<file path="config.mk">
export PLATFORM = sky130hd
export DESIGN_NAME = int_priority_sequencer
export DESIGN_NICKNAME = d
export VERILOG_FILES = /design/src/rtl/int_pkg.sv /design/src/rtl/int_prio_encoder.sv /design/src/rtl/int_priority_sequencer.sv
export SDC_FILE = /design/constraint.sdc
export NUM_CORES = 1
export LEC_CHECK = 0
export ABC_CLOCK_PERIOD_IN_PS = 4010
export CORE_UTILIZATION = 40
export CTS_BUF_LIST = sky130_fd_sc_hd__clkbuf_4 sky130_fd_sc_hd__clkbuf_8 sky130_fd_sc_hd__clkbuf_16
export DETAILED_ROUTE_END_ITERATION = 6
export PLACE_DENSITY_LB_ADDON = 0.05
export SYNTH_ARGS = -nofsm -noshare
export SYNTH_HDL_FRONTEND = slang
export SYNTH_SLANG_ARGS = --single-unit
</file>
<file path="constraint.sdc">
create_clock -name clk -period 4.01 [get_ports clk]
set_clock_uncertainty 0.2 [all_clocks]
set_input_delay 0.6015 -clock clk [delete_from_list [all_inputs] [get_ports clk]]
set_output_delay 0.6015 -clock clk [all_outputs]
set_load 0.01 [all_outputs]
</file>
<file path="src/rtl/int_pkg.sv">
// Shared definitions for the 8051 interrupt priority sequencer.
//   - source index constants, vector layout, sequencer state encoding
//   - vec_addr(): vector address of a source index
package int_pkg;

   localparam int unsigned NUM_SRC    = 5;
   localparam int unsigned IDX_W      = 3;
   localparam int unsigned VEC_W      = 16;
   localparam int unsigned VEC_STRIDE = 8;
   localparam logic [VEC_W-1:0] VEC_BASE = 16'h0003;

   localparam logic [IDX_W-1:0] SRC_IE0 = 3'd0;
   localparam logic [IDX_W-1:0] SRC_TF0 = 3'd1;
   localparam logic [IDX_W-1:0] SRC_IE1 = 3'd2;
   localparam logic [IDX_W-1:0] SRC_TF1 = 3'd3;
   localparam logic [IDX_W-1:0] SRC_SER = 3'd4;

   typedef enum logic [1:0] {
      IDLE = 2'd0,
      REQ  = 2'd1,
      CLR  = 2'd2
   } state_t;

   // LCALL target for a source: VEC_BASE + VEC_STRIDE*idx
   function automatic logic [VEC_W-1:0] vec_addr(input logic [IDX_W-1:0] idx);
      return VEC_BASE + VEC_W'(VEC_STRIDE) * VEC_W'(idx);
   endfunction

endpackage

</file>
<file path="src/rtl/int_prio_encoder.sv">
// Combinational priority resolver for the interrupt sources.
// Ports:
//   i_pending    - masked request flags (flag & enable & EA)
//   i_ip         - per-source priority (1 = high)
//   i_in_service - {high active, low active}
//   o_valid_c    - an eligible source exists
//   o_idx_c      - winning source index
//   o_level_c    - winning source level (1 = high)
module int_prio_encoder
   import int_pkg::*;
(
   input  logic [NUM_SRC-1:0] i_pending,
   input  logic [NUM_SRC-1:0] i_ip,
   input  logic [1:0]         i_in_service,
   output logic               o_valid_c,
   output logic [IDX_W-1:0]   o_idx_c,
   output logic               o_level_c
);

   logic [NUM_SRC-1:0] w_hi;
   logic [NUM_SRC-1:0] w_lo;

   assign w_hi = i_pending & i_ip;
   assign w_lo = i_pending & ~i_ip;

   // Lowest set index gives the fixed natural order within a level
   function automatic logic [IDX_W-1:0] lowest_set(input logic [NUM_SRC-1:0] v);
      logic [IDX_W-1:0] r;
      r = '0;
      for (int i = NUM_SRC - 1; i >= 0; i--) begin
         if (v[i]) r = IDX_W'(i);
      end
      return r;
   endfunction

   // A high service blocks everything; a low service blocks only low sources
   always_comb begin
      o_valid_c = 1'b0;
      o_idx_c   = '0;
      o_level_c = 1'b0;
      if (!i_in_service[1]) begin
         if (w_hi != '0) begin
            o_valid_c = 1'b1;
            o_level_c = 1'b1;
            o_idx_c   = lowest_set(w_hi);
         end else if (!i_in_service[0] && (w_lo != '0)) begin
            o_valid_c = 1'b1;
            o_idx_c   = lowest_set(w_lo);
         end
      end
   end

endmodule

</file>
<file path="src/rtl/int_priority_sequencer.sv">
// 8051 interrupt service sequencer: polls at instruction boundaries,
// issues a vectored LCALL request with req/ack, tracks two-level nesting
// and strobes hardware flag clears.
// Ports:
//   clk, rst_n   - clock, asynchronous active-low reset
//   ie, ip       - IE SFR (bit 7 = EA), IP SFR bits 4:0
//   src_flag     - raw request flags {RI|TI, TF1, IE1, TF0, IE0}
//   instr_end    - last cycle of an instruction
//   poll_block   - current instruction is RETI or writes IE/IP
//   int_ack      - CPU accepted the presented vector
//   reti         - CPU executed RETI
//   int_req      - request to CPU
//   int_vector   - vector address while int_req
//   clr_flag     - one-cycle flag-clear strobes
//   in_service   - {high active, low active}
//   busy         - sequencer not idle
module int_priority_sequencer
   import int_pkg::*;
(
   input  logic               clk,
   input  logic               rst_n,
   input  logic [7:0]         ie,
   input  logic [4:0]         ip,
   input  logic [NUM_SRC-1:0] src_flag,
   input  logic               instr_end,
   input  logic               poll_block,
   input  logic               int_ack,
   input  logic               reti,
   output logic               int_req,
   output logic [VEC_W-1:0]   int_vector,
   output logic [NUM_SRC-1:0] clr_flag,
   output logic [1:0]         in_service,
   output logic               busy
);

   state_t               r_state,   w_state_nxt;
   logic [IDX_W-1:0]     r_idx,     w_idx_nxt;
   logic                 r_level,   w_level_nxt;
   logic                 r_int_req, w_int_req_nxt;
   logic [VEC_W-1:0]     r_vector,  w_vector_nxt;
   logic [NUM_SRC-1:0]   r_clr,     w_clr_nxt;
   logic [1:0]           r_is,      w_is_nxt;
   logic                 r_busy,    w_busy_nxt;

   logic [NUM_SRC-1:0]   w_pending;
   logic                 w_enc_valid;
   logic [IDX_W-1:0]     w_enc_idx;
   logic                 w_enc_level;
   logic                 w_unused_ie;

   assign w_pending   = src_flag & ie[NUM_SRC-1:0] & {NUM_SRC{ie[7]}};
   assign w_unused_ie = ^ie[6:5];

   int_prio_encoder u_enc (
      .i_pending    (w_pending),
      .i_ip         (ip),
      .i_in_service (r_is),
      .o_valid_c    (w_enc_valid),
      .o_idx_c      (w_enc_idx),
      .o_level_c    (w_enc_level)
   );

   // State and output registers
   always_ff @(posedge clk or negedge rst_n) begin
      if (!rst_n) begin
         r_state   <= IDLE;
         r_idx     <= '0;
         r_level   <= 1'b0;
         r_int_req <= 1'b0;
         r_vector  <= '0;
         r_clr     <= '0;
         r_is      <= 2'b00;
         r_busy    <= 1'b0;
      end else begin
         r_state   <= w_state_nxt;
         r_idx     <= w_idx_nxt;
         r_level   <= w_level_nxt;
         r_int_req <= w_int_req_nxt;
         r_vector  <= w_vector_nxt;
         r_clr     <= w_clr_nxt;
         r_is      <= w_is_nxt;
         r_busy    <= w_busy_nxt;
      end
   end

   // Next-state and next-output logic
   always_comb begin
      w_state_nxt   = r_state;
      w_idx_nxt     = r_idx;
      w_level_nxt   = r_level;
      w_int_req_nxt = r_int_req;
      w_vector_nxt  = r_vector;
      w_clr_nxt     = '0;
      w_is_nxt      = r_is;

      // RETI retires the highest active level before any same-cycle ack sets a bit
      if (reti) begin
         if (r_is[1]) w_is_nxt[1] = 1'b0;
         else         w_is_nxt[0] = 1'b0;
      end

      unique case (r_state)
         IDLE: begin
            if (instr_end && !poll_block && w_enc_valid) begin
               w_state_nxt   = REQ;
               w_idx_nxt     = w_enc_idx;
               w_level_nxt   = w_enc_level;
               w_int_req_nxt = 1'b1;
               w_vector_nxt  = vec_addr(w_enc_idx);
            end
         end
         // Latched request is committed until acknowledged
         REQ: begin
            if (int_ack) begin
               w_is_nxt[r_level] = 1'b1;
               w_int_req_nxt     = 1'b0;
               w_state_nxt       = CLR;
               // Serial flags are cleared by software only
               if (r_idx <= SRC_TF1) w_clr_nxt[r_idx] = 1'b1;
            end
         end
         CLR:     w_state_nxt = IDLE;
         default: w_state_nxt = IDLE;
      endcase

      w_busy_nxt = (w_state_nxt != IDLE);
   end

   assign int_req    = r_int_req;
   assign int_vector = r_vector;
   assign clr_flag   = r_clr;
   assign in_service = r_is;
   assign busy       = r_busy;

endmodule

</file>
==> results.md, run 1 <==
* Mux cell area share after synthesis at 0%
* Worst setup EP type: register
* PortBufs at 35
* Slowest cell on the critical path: or4b_4
* Buf/Inv on CP at 1
* Post-cts sizing count at 0
* Clk pwr share at 21.3%
* Ranking of synthesized cells by area: dfrtp_1 45%, buf_4 10%, a32o_1 3.4%
* DR WL/cell at 11.9 um
* DRT Pass-1 Iters at 4
* 1st-iter DRT viols at 14
* Predominant post-synthesis flop cell: dfrtp_1
* Xor and xnor area share after synthesis at 0%
* Combinational share of power at 32.3%
* Largest net degree at the start of global routing at 17
* # diodes at 0
* Largest family of logic cells by synthesized area: simple AND/OR/NAND/NOR gates
* Cells along the critical path: clkdlybuf4s50_1, or4b_4, or2_1, a311o_1, a32o_1
* Post-DP HPWL at 1410 um
* Synthesized cell area at 882 um^2
* Final wirelength at 1790 um
* Row count at 16
* Clk buf depth at 2
* Vias at 786
* Switching share of total power at 29.4%
* Slowest stage delay, CP at 0.52 ns
* Fmax at 398 MHz
* CTS Sinks at 16
* Post-synth EDFFs at 0
* # Post-CTS Setup Buffers at 0
* Cell with the most instances after synthesis: dfrtp_1
* I/O Pins at 49
* Asr flop ratio synth at 100%
* Pwr dens at 391 nW/um^2
* Sw power at 0.144 mW
* Inst Count DP at 147
* DR DRC count at 0
* Pre-CTS setup slack at 1.19 ns
* Synth top area share at 45.4%
* IR Drop Worst-Case VDD at 0.299 mV
* RSZ-0062 raised after global routing: false
* CP arrival at 2.50 ns
* Full die area at 2400 um^2
* Slew @ Worst Pin at 0.671 ns
* Yosys reg bits at 16
* Clk root buf: clkbuf_4
* Minimum clock period at 2.51 ns
* Instance count of the mapped netlist at 87
* First-pass GRT wire length at 3020 um
* Gr usage total at 16.3%
* Ys Warns at 0
* DR vias/cell at 5.21
* Final std cells w/o fill at 151
* Number of global-route vias before repair at 691
* Setup violators final at 0
* Most frequent cells after synthesis: 16 x dfrtp_1, 12 x buf_4, 5 x nor2_1, 5 x o21ai_0
* Max Cap Viol at 0
* Synth unique cells at 35
* Yosys top cell by area: dfrtp_1
* Static Leakage at 0.553 nW
* Clock Latency Late Sink at 0.28 ns
* H-tree Lvls at 1
* HP Class: reg2reg
* Top cell family by delay on the critical path: simple AND/OR/NAND/NOR gates
* Final ANT Viol Nets at 0
* CTS tree: built
* Setup tns final at 0 ns
* Synth Area in Simple Gates at 24.4%
* Antenna violations before repair at 0
* Hold buffer count at CTS at 0
* Seq/Total Area, Yosys at 45.4%
* Rel. slew slack at 55.2%
* Total CTS buffers at 3
* GPL Wtd Cong at 0.726
* Endpoints failing hold at 0
* Syn Area/Cell at 10.1 um^2
* Fin. max-slew vios at 0
* Die Width at 49.0 um
* CORE AREA at 2020 um^2
* Layout cells sized above 1 at 6.45%
* Synth Area in Adders at 0%
* Slack of the critical path at 1.50 ns
* Crit path max fanout at 7
* Crit Path Category: in2reg
* Sequential Power Share at 46.3%
* Worst-path clk slew at 0.09 ns
* CP Data Required Time at 3.99 ns
* Die Y at 49.0 um
* Compound-Gate Fraction of Synth Area at 17.4%
* Total Nets Final at 149
* Area Growth Syn to Fin at 41.7%
* Min Hold Slack at 0.286 ns
* Fin crit share at 62.7%
* Gr ovfl total at 0
* Cell Int Power at 0.346 mW
* Initial Util at 43.6%
* Status: complete, no violations
* CP startpoint kind: input port
[power by group through the flow]
stage,clock network [mW],logic [mW],registers [mW]
after floorplan,0,0.0661,0.237
after global routing,0.114,0.172,0.232
final,0.104,0.158,0.227
after CTS,0.107,0.159,0.227
after detailed placement,0,0.159,0.230
after global placement,0,0.158,0.228
[worst register-to-register path, cell delays in order, from the launching register on]
cell	delay, ns
dfrtp_1	0.41
or4b_4	0.55
or2_1	0.26
a311o_1	0.43
a32o_1	0.28
[cell usage in the layout, fill, tap and decap left out, types with 2 or more instances in the layout]
master	synthesis	final
a32o_1	3	3
and4b_1	3	3
conb_1	1	12
nor3b_1	2	2
inv_1	4	4
o21ai_0	5	5
clkdlybuf4s50_1	0	35
nand4_1	4	4
clkbuf_4	0	3
o21bai_1	2	2
nand3b_1	2	2
nand2_1	3	3
nand3_1	4	4
nor2_1	5	5
dfrtp_1	16	16
[final cells by class]
cell class                      count  area [um^2]
Tap cell                           27         33.8
Fill cell                         179          772
Clock buffer                        4         36.3
Sequential cell                    16          400
Multi-Input combinational cell     65          414
Timing Repair Buffer               35          350
Inverter                            4         15.0
[logic make-up after synthesis]
| logic type | count (synthesis) |
|---|---|
| and+or+nand+nor | 33 |
| DFF | 16 |
| other | 1 |
| AOI/OAI and AO/OA | 20 |
| buffers and inverters | 17 |
[sequential cells by signal, summed over array words and instances (netlist names)]
signal and count:
in_service 2, r_level 1, r_state 2, int_vector 1, r_idx 3, busy 1, clr_flag 5, int_req 1
[worst paths after layout]
check / from / endpoint / slack [ns] / cells after the start
min reg2reg: r_level / in_service[0] / 0.29 / 1
max: poll_block / r_idx[0] / 1.50 / 5
min: r_level / in_service[0] / 0.29 / 1
max in group asynchronous: rst_n / in_service[0] / 2.67 / 1
min in group asynchronous: rst_n / clr_flag[2] / 0.52 / 1
max reg2reg: r_state[1] / r_idx[0] / 1.78 / 4
[per-stage QoR]
stage                     area [um^2]  total power [mW]  util, %
after floorplan                   923             0.303        -
final                            1250             0.489     61.8
after CTS                        1250             0.493     61.8
after detailed placement         1210             0.388     60.0
after global routing             1250             0.518     61.8
after global placement           1210             0.386     60.0
[routing by layer]
| metal | vias up | global-route usage, % | share of wire (%) |
|---|---|---|---|
| met5 | - | 0 | 0 |
| met1 | 375 | 19.4 | 44 |
| met4 | 0 | 3.43 | 0 |
| met2 | 29 | 28.0 | 49 |
| li1 | 382 | - | - |
| met3 | 0 | 5.92 | 6.9 |
(Power assumes the default switching activity.)
==> run 2: changes to the inputs <==
Settings changed: ABC_CLOCK_PERIOD_IN_PS 4010 to 2190, CORE_UTILIZATION 40 to 34.
Clock period 4.01 ns to 2.19 ns, I/O delays scaled along.
==> run 2 against run 1 <==
The run now ends with design-rule violations left. Worst setup slack worse by 1.4 ns. Final cell count increased by 11%. Register-to-register slack worse by 1.7 ns. Wire length increased by 18%. Non-clock buffer count is 14 higher. Critical path depth rose by 1. Combinational power up 97%. Sequential power grew 83%. Sequential cell count unchanged. Worst hold slack worse by 0.13 ns. Critical endpoint is now r_state[0]. Largest power group unchanged.
==> results.md, run 2 (synthesis results as in run 1) <==
* Status: complete, but fails checks
* Violated checks: design-rule violations
* Fmax at 467 MHz
* Gr ovfl total at 0
* Worst-path clk slew at 0.09 ns
* CTS Sinks at 16
* Setup violators final at 0
* PortBufs at 35
* Final wirelength at 2120 um
* Total Nets Final at 163
* Number of global-route vias before repair at 763
* 1st-iter DRT viols at 7
* Pre-CTS setup slack at -0.295 ns
* DR DRC count at 1
* Fin crit share at 97.8%
* Pwr dens at 677 nW/um^2
* Slowest stage delay, CP at 0.51 ns
* Die Width at 52.9 um
* Final std cells w/o fill at 168
* HP Class: in2async
* CORE AREA at 2450 um^2
* I/O Pins at 49
* Top cell family by delay on the critical path: simple AND/OR/NAND/NOR gates
* Minimum clock period at 2.14 ns
* Static Leakage at 0.619 nW
* GPL Wtd Cong at 0.880
* # Post-CTS Setup Buffers at 0
* Hold buffer count at CTS at 0
* Clk root buf: clkbuf_4
* Final ANT Viol Nets at 0
* Largest net degree at the start of global routing at 17
* # diodes at 0
* Fin. max-slew vios at 0
* Worst setup EP type: register
* Cells along the critical path: clkdlybuf4s50_1, or4b_4, or2_1, a311o_1, buf_4, o311ai_0
* Layout cells sized above 1 at 15.9%
* Core Util, Final at 55.4%
* CTS tree: built
* Total CTS buffers at 3
* Max reg flops at 5
* Die Y at 52.9 um
* Clk buf depth at 2
* Inst Count DP at 164
* Antenna violations before repair at 0
* Full die area at 2800 um^2
* IR Drop Worst-Case VDD at 0.472 mV
* Initial Util at 35.9%
* CP startpoint kind: input port
* Leading cell type in the layout, fill and taps excluded: clkdlybuf4s50_1
* DR WL/cell at 12.6 um
* Slack of the critical path at 0.0487 ns
* Row count at 18
* Post-cts sizing count at 0
* DR vias/cell at 4.84
* DRT Pass-1 Iters at 6
* Clock Latency Late Sink at 0.28 ns
* Area Growth Syn to Fin at 54.0%
* CP Data Required Time at 2.15 ns
* Max Cap Viol at 0
* Gr usage total at 16.1%
* RSZ-0062 raised after global routing: false
* CP arrival at 2.10 ns
* Post-DP HPWL at 1670 um
* Setup tns final at 0 ns
* Endpoints failing hold at 0
* H-tree Lvls at 1
* Most frequent cells in the layout: 35 x clkdlybuf4s50_1, 16 x dfrtp_1, 14 x buf_4, 12 x conb_1
* Vias at 813
* Overall power at 0.920 mW
* Slowest cell on the critical path: or4b_4
* Buf/Inv on CP at 2
* First-pass GRT wire length at 3250 um
* Crit Path Category: in2reg
* Crit path max fanout at 5
==> run 2: changes by cell type in the layout (fill, tap and decap cells not counted) <==
cell,previous run,this run
buf_4,0,14
==> run 2: area by class of cell <==
type                    count  area, um^2
fillers                   248        1100
repair buffers             49         455
multi-input cells          65         414
flip-flops and latches     16         400
well taps                  30        37.5
clock buffers               4        36.3
inverters                   4        15.0
==> run 2: final timing paths <==
check	slack, ns	depth (start not counted)	end	start
setup / recovery	0.05	6	r_state[0]	poll_block
setup reg to reg	0.06	5	r_state[0]	r_state[1]
min in group clk	0.27	1	in_service[0]	r_level
hold reg to reg	0.27	1	in_service[0]	r_level
hold / removal	0.16	2	clr_flag[2]	rst_n
max in group asynchronous	1.45	2	clr_flag[1]	rst_n
==> run 2: stage by stage <==
step	hold slack (ns)	instance area, um^2
6_report	0.161	1360
5_1_grt	0.177	1360
4_1_cts	0.159	1360
3_5_place_dp	0.266	1320
3_3_place_gp	0.253	1320
2_1_floorplan	-0.167	923
==> run 2: where the power goes <==
group,total [mW],leakage (nW),switching (mW),internal [mW]
clock network,0.192,0.0210,0.0911,0.101
logic,0.312,0.393,0.123,0.189
registers,0.416,0.205,0.0580,0.358
total,0.920,0.619,0.272,0.648
==> run 2: worst reg2reg max path, stage by stage (launching register included) <==
cell      delay (ns)
dfrtp_1         0.41
or4b_4          0.54
or2_1           0.25
a311o_1         0.36
buf_4           0.16
o311ai_0        0.10
==> run 2: layer usage <==
metal  routed length, um  global-route usage, %  up-vias
li1                    -                      -      404
met1                 935                   19.4      381
met2                1020                   27.8       26
met3                 149                   2.30        2
met4                  14                   7.89        0
met5                   0                      0        -
